`src/rtl/hazard_scoreboard_if.sv`:
```
// Decode-stage handshake between the issue logic and the hazard scoreboard.
// The master drives the instruction/pipeline controls; the slave returns the stall decision.
interface hazard_scoreboard_if;
   logic        Issue_Valid;
   logic        Issue_Write;
   logic [2:0]  Issue_Dest;
   logic        Src1_Valid;
   logic [2:0]  Src1;
   logic        Src2_Valid;
   logic [2:0]  Src2;
   logic        Pipe_Hold;
   logic        Flush;
   logic        Stall;
   logic [7:0]  Pending;
   logic [15:0] Stall_Count;

   modport master (
      output Issue_Valid, Issue_Write, Issue_Dest,
      output Src1_Valid, Src1, Src2_Valid, Src2,
      output Pipe_Hold, Flush,
      input  Stall, Pending, Stall_Count
   );

   modport slave (
      input  Issue_Valid, Issue_Write, Issue_Dest,
      input  Src1_Valid, Src1, Src2_Valid, Src2,
      input  Pipe_Hold, Flush,
      output Stall, Pending, Stall_Count
   );
endinterface

```
`src/rtl/hazard_scoreboard.sv`:
```
// Decode-stage stall controller. A shift register of {valid, dest} slots follows each
// issued instruction through EX/MEM/WB; Decode stalls while a source register it reads
// still has a write in flight. Branch flush squashes the youngest slots, and stall
// cycles are counted (saturating) for performance debug.
module hazard_scoreboard #(
   parameter int DEPTH      = 3,
   parameter int WB_BYPASS  = 1,
   parameter int KILL_DEPTH = 1
) (
   input logic                 clk,
   input logic                 rst,
   hazard_scoreboard_if.slave  bus
);

   // With write-before-read in the register file the oldest slot is already safe to read.
   localparam int NCHK = (WB_BYPASS != 0) ? DEPTH - 1 : DEPTH;

   logic [DEPTH-1:0] r_valid;
   logic [2:0]       r_dest [DEPTH];
   logic [15:0]      r_stall_count;

   logic [DEPTH-1:0] w_valid_next;
   logic [2:0]       w_dest_next [DEPTH];
   logic [DEPTH-1:0] w_hit1;
   logic [DEPTH-1:0] w_hit2;
   logic             w_hazard;
   logic             w_stall;
   logic             w_issue;
   logic [7:0]       w_pending;

   // Per-slot source match; slots beyond the checked window never cause a hazard.
   genvar gi;
   generate
      for (gi = 0; gi < DEPTH; gi++) begin : g_hit
         if (gi < NCHK) begin : g_chk
            assign w_hit1[gi] = r_valid[gi] && (r_dest[gi] == bus.Src1);
            assign w_hit2[gi] = r_valid[gi] && (r_dest[gi] == bus.Src2);
         end else begin : g_skip
            assign w_hit1[gi] = 1'b0;
            assign w_hit2[gi] = 1'b0;
         end
      end
   endgenerate

   assign w_hazard = (bus.Src1_Valid && (|w_hit1)) || (bus.Src2_Valid && (|w_hit2));
   // A flushed Decode instruction is being squashed anyway, so its hazard is irrelevant.
   assign w_stall  = bus.Pipe_Hold || (bus.Issue_Valid && w_hazard && !bus.Flush);
   assign w_issue  = bus.Issue_Valid && !w_stall && !bus.Flush;

   // Pending mask: one bit per register with any in-flight write.
   always_comb begin
      w_pending = 8'h00;
      for (int i = 0; i < DEPTH; i++) begin
         if (r_valid[i]) begin
            w_pending[r_dest[i]] = 1'b1;
         end
      end
   end

   // Next slot contents: flush beats hold; otherwise advance one stage and insert issue or bubble.
   always_comb begin
      w_valid_next = r_valid;
      w_dest_next  = r_dest;
      if (bus.Flush) begin
         for (int i = 1; i < DEPTH; i++) begin
            w_valid_next[i] = r_valid[i-1];
            w_dest_next[i]  = r_dest[i-1];
         end
         w_valid_next[0] = 1'b0;
         w_dest_next[0]  = 3'd0;
         for (int i = 1; i < DEPTH; i++) begin
            if (i <= KILL_DEPTH) begin
               w_valid_next[i] = 1'b0;
               w_dest_next[i]  = 3'd0;
            end
         end
      end else if (!bus.Pipe_Hold) begin
         for (int i = 1; i < DEPTH; i++) begin
            w_valid_next[i] = r_valid[i-1];
            w_dest_next[i]  = r_dest[i-1];
         end
         w_valid_next[0] = w_issue && bus.Issue_Write;
         w_dest_next[0]  = (w_issue && bus.Issue_Write) ? bus.Issue_Dest : 3'd0;
      end
   end

   // Slot register; reset drops every pending write at once.
   always_ff @(posedge clk) begin
      if (rst) begin
         r_valid <= '0;
         for (int i = 0; i < DEPTH; i++) begin
            r_dest[i] <= 3'd0;
         end
      end else begin
         r_valid <= w_valid_next;
         for (int i = 0; i < DEPTH; i++) begin
            r_dest[i] <= w_dest_next[i];
         end
      end
   end

   // Saturating count of real stall cycles (flush cycles excluded).
   always_ff @(posedge clk) begin
      if (rst) begin
         r_stall_count <= 16'h0000;
      end else if (w_stall && !bus.Flush && (r_stall_count != 16'hFFFF)) begin
         r_stall_count <= r_stall_count + 16'h0001;
      end
   end

   assign bus.Stall       = w_stall;
   assign bus.Pending     = w_pending;
   assign bus.Stall_Count = r_stall_count;

endmodule

```
`src/flat_wrapper.sv`:
```
// flat-port wrapper written by rule: the top's interface ports become plain ports
module hazard_scoreboard_flat 
#(
   parameter int DEPTH      = 3,
   parameter int WB_BYPASS  = 1,
   parameter int KILL_DEPTH = 1
)
  (clk, rst, bus_Issue_Valid, bus_Issue_Write, bus_Issue_Dest, bus_Src1_Valid, bus_Src1, bus_Src2_Valid, bus_Src2, bus_Pipe_Hold, bus_Flush, bus_Stall, bus_Pending, bus_Stall_Count);
  hazard_scoreboard_if bus_i ();
  input logic clk;
  input logic rst;
  input wire logic [$bits(bus_i.Issue_Valid)-1:0] bus_Issue_Valid;
  input wire logic [$bits(bus_i.Issue_Write)-1:0] bus_Issue_Write;
  input wire logic [$bits(bus_i.Issue_Dest)-1:0] bus_Issue_Dest;
  input wire logic [$bits(bus_i.Src1_Valid)-1:0] bus_Src1_Valid;
  input wire logic [$bits(bus_i.Src1)-1:0] bus_Src1;
  input wire logic [$bits(bus_i.Src2_Valid)-1:0] bus_Src2_Valid;
  input wire logic [$bits(bus_i.Src2)-1:0] bus_Src2;
  input wire logic [$bits(bus_i.Pipe_Hold)-1:0] bus_Pipe_Hold;
  input wire logic [$bits(bus_i.Flush)-1:0] bus_Flush;
  output wire logic [$bits(bus_i.Stall)-1:0] bus_Stall;
  output wire logic [$bits(bus_i.Pending)-1:0] bus_Pending;
  output wire logic [$bits(bus_i.Stall_Count)-1:0] bus_Stall_Count;
  assign bus_i.Issue_Valid = bus_Issue_Valid;
  assign bus_i.Issue_Write = bus_Issue_Write;
  assign bus_i.Issue_Dest = bus_Issue_Dest;
  assign bus_i.Src1_Valid = bus_Src1_Valid;
  assign bus_i.Src1 = bus_Src1;
  assign bus_i.Src2_Valid = bus_Src2_Valid;
  assign bus_i.Src2 = bus_Src2;
  assign bus_i.Pipe_Hold = bus_Pipe_Hold;
  assign bus_i.Flush = bus_Flush;
  assign bus_Stall = bus_i.Stall;
  assign bus_Pending = bus_i.Pending;
  assign bus_Stall_Count = bus_i.Stall_Count;
  hazard_scoreboard #(.DEPTH(DEPTH), .WB_BYPASS(WB_BYPASS), .KILL_DEPTH(KILL_DEPTH)) u_core (.clk(clk), .rst(rst), .bus(bus_i));
endmodule
```
`config.mk`:
```
export PLATFORM = sky130hd
export DESIGN_NAME = hazard_scoreboard_flat
export DESIGN_NICKNAME = d
export VERILOG_FILES = /design/src/rtl/hazard_scoreboard_if.sv /design/src/rtl/hazard_scoreboard.sv /design/src/flat_wrapper.sv
export SDC_FILE = /design/constraint.sdc
export NUM_CORES = 1
export LEC_CHECK = 0
export CAP_MARGIN = 0
export CORE_ASPECT_RATIO = 0.7
export CORE_MARGIN = 3
export CORE_UTILIZATION = 25
export CTS_BUF_LIST = sky130_fd_sc_hd__clkbuf_8 sky130_fd_sc_hd__clkbuf_16
export DETAILED_ROUTE_END_ITERATION = 10
export SYNTH_ARGS = -nofsm -noshare
export SYNTH_HDL_FRONTEND = slang
export SYNTH_SLANG_ARGS = --single-unit
```
`constraint.sdc`:
```
create_clock -name clk -period 4.5 [get_ports clk]
set_input_delay 0.45 -clock clk [delete_from_list [all_inputs] [get_ports clk]]
set_output_delay 0.45 -clock clk [all_outputs]
set_load 0.01 [all_outputs]
```
==> summary.md <==
| Metric | Value |
|---|---|
| Status | finished clean |
| Hold WC Path Type | register to register |
| Yosys warnings | 0 |
| Clock Skew | approximately 0.005 ns |
| Final worst-path cycle share | 64.24% |
| Antenna violations before repair | 0 |
| Final core utilization | 33.94% |
| Buffer count from post-CTS setup fixing | 0 |
| Number of remaining DRC errors | 0 |
| Max_slew headroom | 20.79% |
| Nets | 274 |
| Flops & latches, synth | 28 |
| GP Congestion | between 0.8 and 0.9 |
| Post-Synth Simple-Gate Area | 30.62% |
| Post-synthesis sequential area ratio | between 20% and 30% |
| TritonCTS Sinks | 28 |
| PD cells | about 210 mW/mm2 |
| Syn Std Cell Area | 0.001892 mm2 |
| CTS Buf Count | 3 |
| First DRT Iteration DRCs | 97 |
| Crit-path max FO | 12 |
| GR Overflow Total | 0 |
| Total wire length | 4848 um |
| Global Route Usage Sum | a little under an eighth |
| # diodes | 0 |
| Synth Net Count | between 200 and 250 |
| Pins over their slew limit | 0 |
| Post-synthesis mux area share | 10.45% |
| Worst Path Arrival | 2.44 ns |
| Synth Area in Adders | less than 1% |
| Min cycle time layout | 2.891 ns |
| Core outline area | 0.007038 mm2 |
| Cts repair resizes | 0 |
| P_leak | 0.7684 nW |
| Max-cap viol count | 0 |
| Via count | 1,728 |
| Synth Area in Compound Gates | 17.06% |
| Initial Util | 26.88% |
| Htree depth | 1 |
| Nature of the critical path endpoint | primary output |
| Die Footprint | 0.008663 mm2 |
| Final ANT Viol Nets | 0 |
| CTS root buf | clkbuf_8 |
| Kind of critical path | register to primary output |
| Chip width | 110.0 um |
| CP startpoint | u_core.r_dest[3]$_SDFFE_PP0N_ |
| Pin count of the biggest net entering global routing | 36 |
| Synth Flop Type | dfxtp_1 |
| Number of synthesized flops with an enable pin | 0 |
| IO Count | 42 |
| Least-Margin Pin Slew | 1.184 ns |
| Die Y-Extent | 78.78 um |
| Ys async rst share | 0% |
| Final non-filler cell total | 349 |
| Max IR drop VDD | 0.1046 mV |
| RSZ-0062 raised after global routing | no |
| First-pass GRT wire length | 8135 um |
| Post-Synthesis Cells | 228 |
| Worst R2R Start | u_core.r_dest[3]$_SDFFE_PP0N_ |
| Peak Freq | about 350 MHz |
| Syn Area/Cell | approximately 8.3 um2 |
| Post-DP HPWL | 3624 um |
| DRT Pass-1 Iters | 4 |
| Final setup viols | 0 |
| Hold_buf cts | 0 |
| Pwr Total | ~0.0005 W |
| Final hold vios | 0 |
| XOR/XNOR share of the synthesized area | 5.556% |
| Largest family of logic cells by synthesized area | simple AND/OR/NAND/NOR gates |
| Port Buffers | 41 |
| Site Rows | 25 |
| CTS tree | yes |
| Synth unique cells | 46 |
| Clock Latency Late Sink | 0.28 ns |
| Data required, critical path | around 4.1 ns |
| Routed len/inst | 13.89 um |
| Vias in the first global route | 1,593 |
| CTS Buffer Depth | 2 |
| Layout cells sized above 1 | 8.627% |
| DR vias/cell | 4.951 |
| Placed Instances | about 350 |
| Clk pin slew, worst setup/hold paths | 0.10 ns |
| CP Launch Type | register |
| Layout Area Growth over Synthesis | 26.26% |
| Area occupied by multi-input gates | 0.001217 mm2 |
| Sequential cell area | 560.5 um2 |
| Hold path startpoint | u_core.r_dest[0]$_SDFFE_PP0P_ |
| Fillcell total | 729 |
| Post-Route Setup TNS | 0 ns |
-- worst max-delay path, cell delays in order (launching register included) --
cell and delay (ns):
dfxtp_1 0.63, xnor2_1 0.14, nand4_1 0.15, a21boi_2 0.10, o21ai_2 0.48, nand2b_1 0.15, clkdlybuf4s50_1 0.51
-- routing by layer --
layer | vias to the layer above | track usage [%] | share of wire (%)
li1 | 867 | - | -
met1 | 808 | 17.71 | 52
met2 | 49 | 16.10 | 41
met3 | 4 | 2.924 | 6.1
met4 | 0 | 2.242 | 0.64
met5 | - | 0 | 0
-- layout make-up --
cell class / count / area share (%)
inverters: 3 / 0.4715
flip-flops and latches: 28 / 23.47
multi-input cells: 179 / 50.97
clock inverters: 1 / 1.257
repair buffers: 41 / 17.18
well taps: 94 / 4.924
clock buffers: 3 / 1.729
-- power breakdown --
| part | switching (W) | total (W) | internal (W) |
|---|---|---|---|
| logic | 0.0000226 | 0.0000477 | 0.0000250 |
| registers | 0.00000222 | 0.000251 | 0.000249 |
| clock network | 0.0000830 | 0.000202 | 0.000119 |
-- cell usage after synthesis (2+ instances only) --
library cell,instances,area [um2]
a2111oi_2,3,45.04
a211oi_1,6,45.04
a21boi_2,2,22.52
a21oi_1,9,45.04
a22oi_1,3,22.52
buf_2,4,20.02
buf_6,4,45.04
clkbuf_1,10,37.54
dfxtp_1,28,560.5
inv_1,3,11.26
mux2_1,10,112.6
mux2_2,4,45.04
mux2i_1,4,40.04
nand2_1,23,86.33
nand2b_1,5,31.28
nand3_1,9,45.04
nand4_1,8,50.05
nand4b_1,4,35.03
nor2_1,25,93.84
nor2b_1,15,93.84
nor3_1,5,25.02
nor3b_1,3,22.52
o211ai_1,4,30.03
o221ai_1,2,17.52
o311ai_0,2,17.52
or2_2,2,12.51
xnor2_1,12,105.1
-- sequential cells by signal, indices dropped and copies added (netlist names) --
register	count
u_core.r_dest	9
u_core.bus.Stall_Count	16
u_core.r_valid	3
-- cells by family after synthesis --
family / after synthesis
xor gates and xnor gates: 12
and+or+nand+nor: 108
adders and majority gates: 1
muxes: 18
buffers and inverters: 21
DFF: 28
AOI/OAI and AO/OA: 40
-- stage by stage --
stage,setup WS [ns],cell area [um2],hold slack (ns)
after detailed placement,1.632,2317,0.5120
after global placement,1.672,2317,0.5076
after CTS,1.596,2389,0.5300
after global routing,1.425,2389,0.5861
final,1.609,2389,0.5309
after floorplan,2.568,1892,0.4777
-- layout by cell type (no fill, tap or decap), types with 4 or more instances in the layout --
master           instances
nand2_1                 23
nor3_1                   5
nand4_1                  8
nor2b_1                 15
nand3_1                  9
nand2b_1                 5
o211ai_1                 4
dfxtp_1                 28
nand4b_1                 4
a21oi_1                  9
mux2_2                   4
clkdlybuf4s50_1         41
nor2_1                  25
a211oi_1                 6
xnor2_1                 12
mux2i_1                  4
mux2_1                  10
-- worst paths after layout --
kind | to | cells after the start | slack (ns)
setup reg to reg | u_core.bus.Stall_Count[11]$_SDFFE_PP0P_ | 6 | 2.15
hold / removal | u_core.r_dest[0]$_SDFFE_PP0P_ | 2 | 0.53
setup / recovery | bus_Stall | 6 | 1.61
hold reg to reg | u_core.r_dest[0]$_SDFFE_PP0P_ | 2 | 0.53
Note: power is estimated with default switching activity, not from simulation.
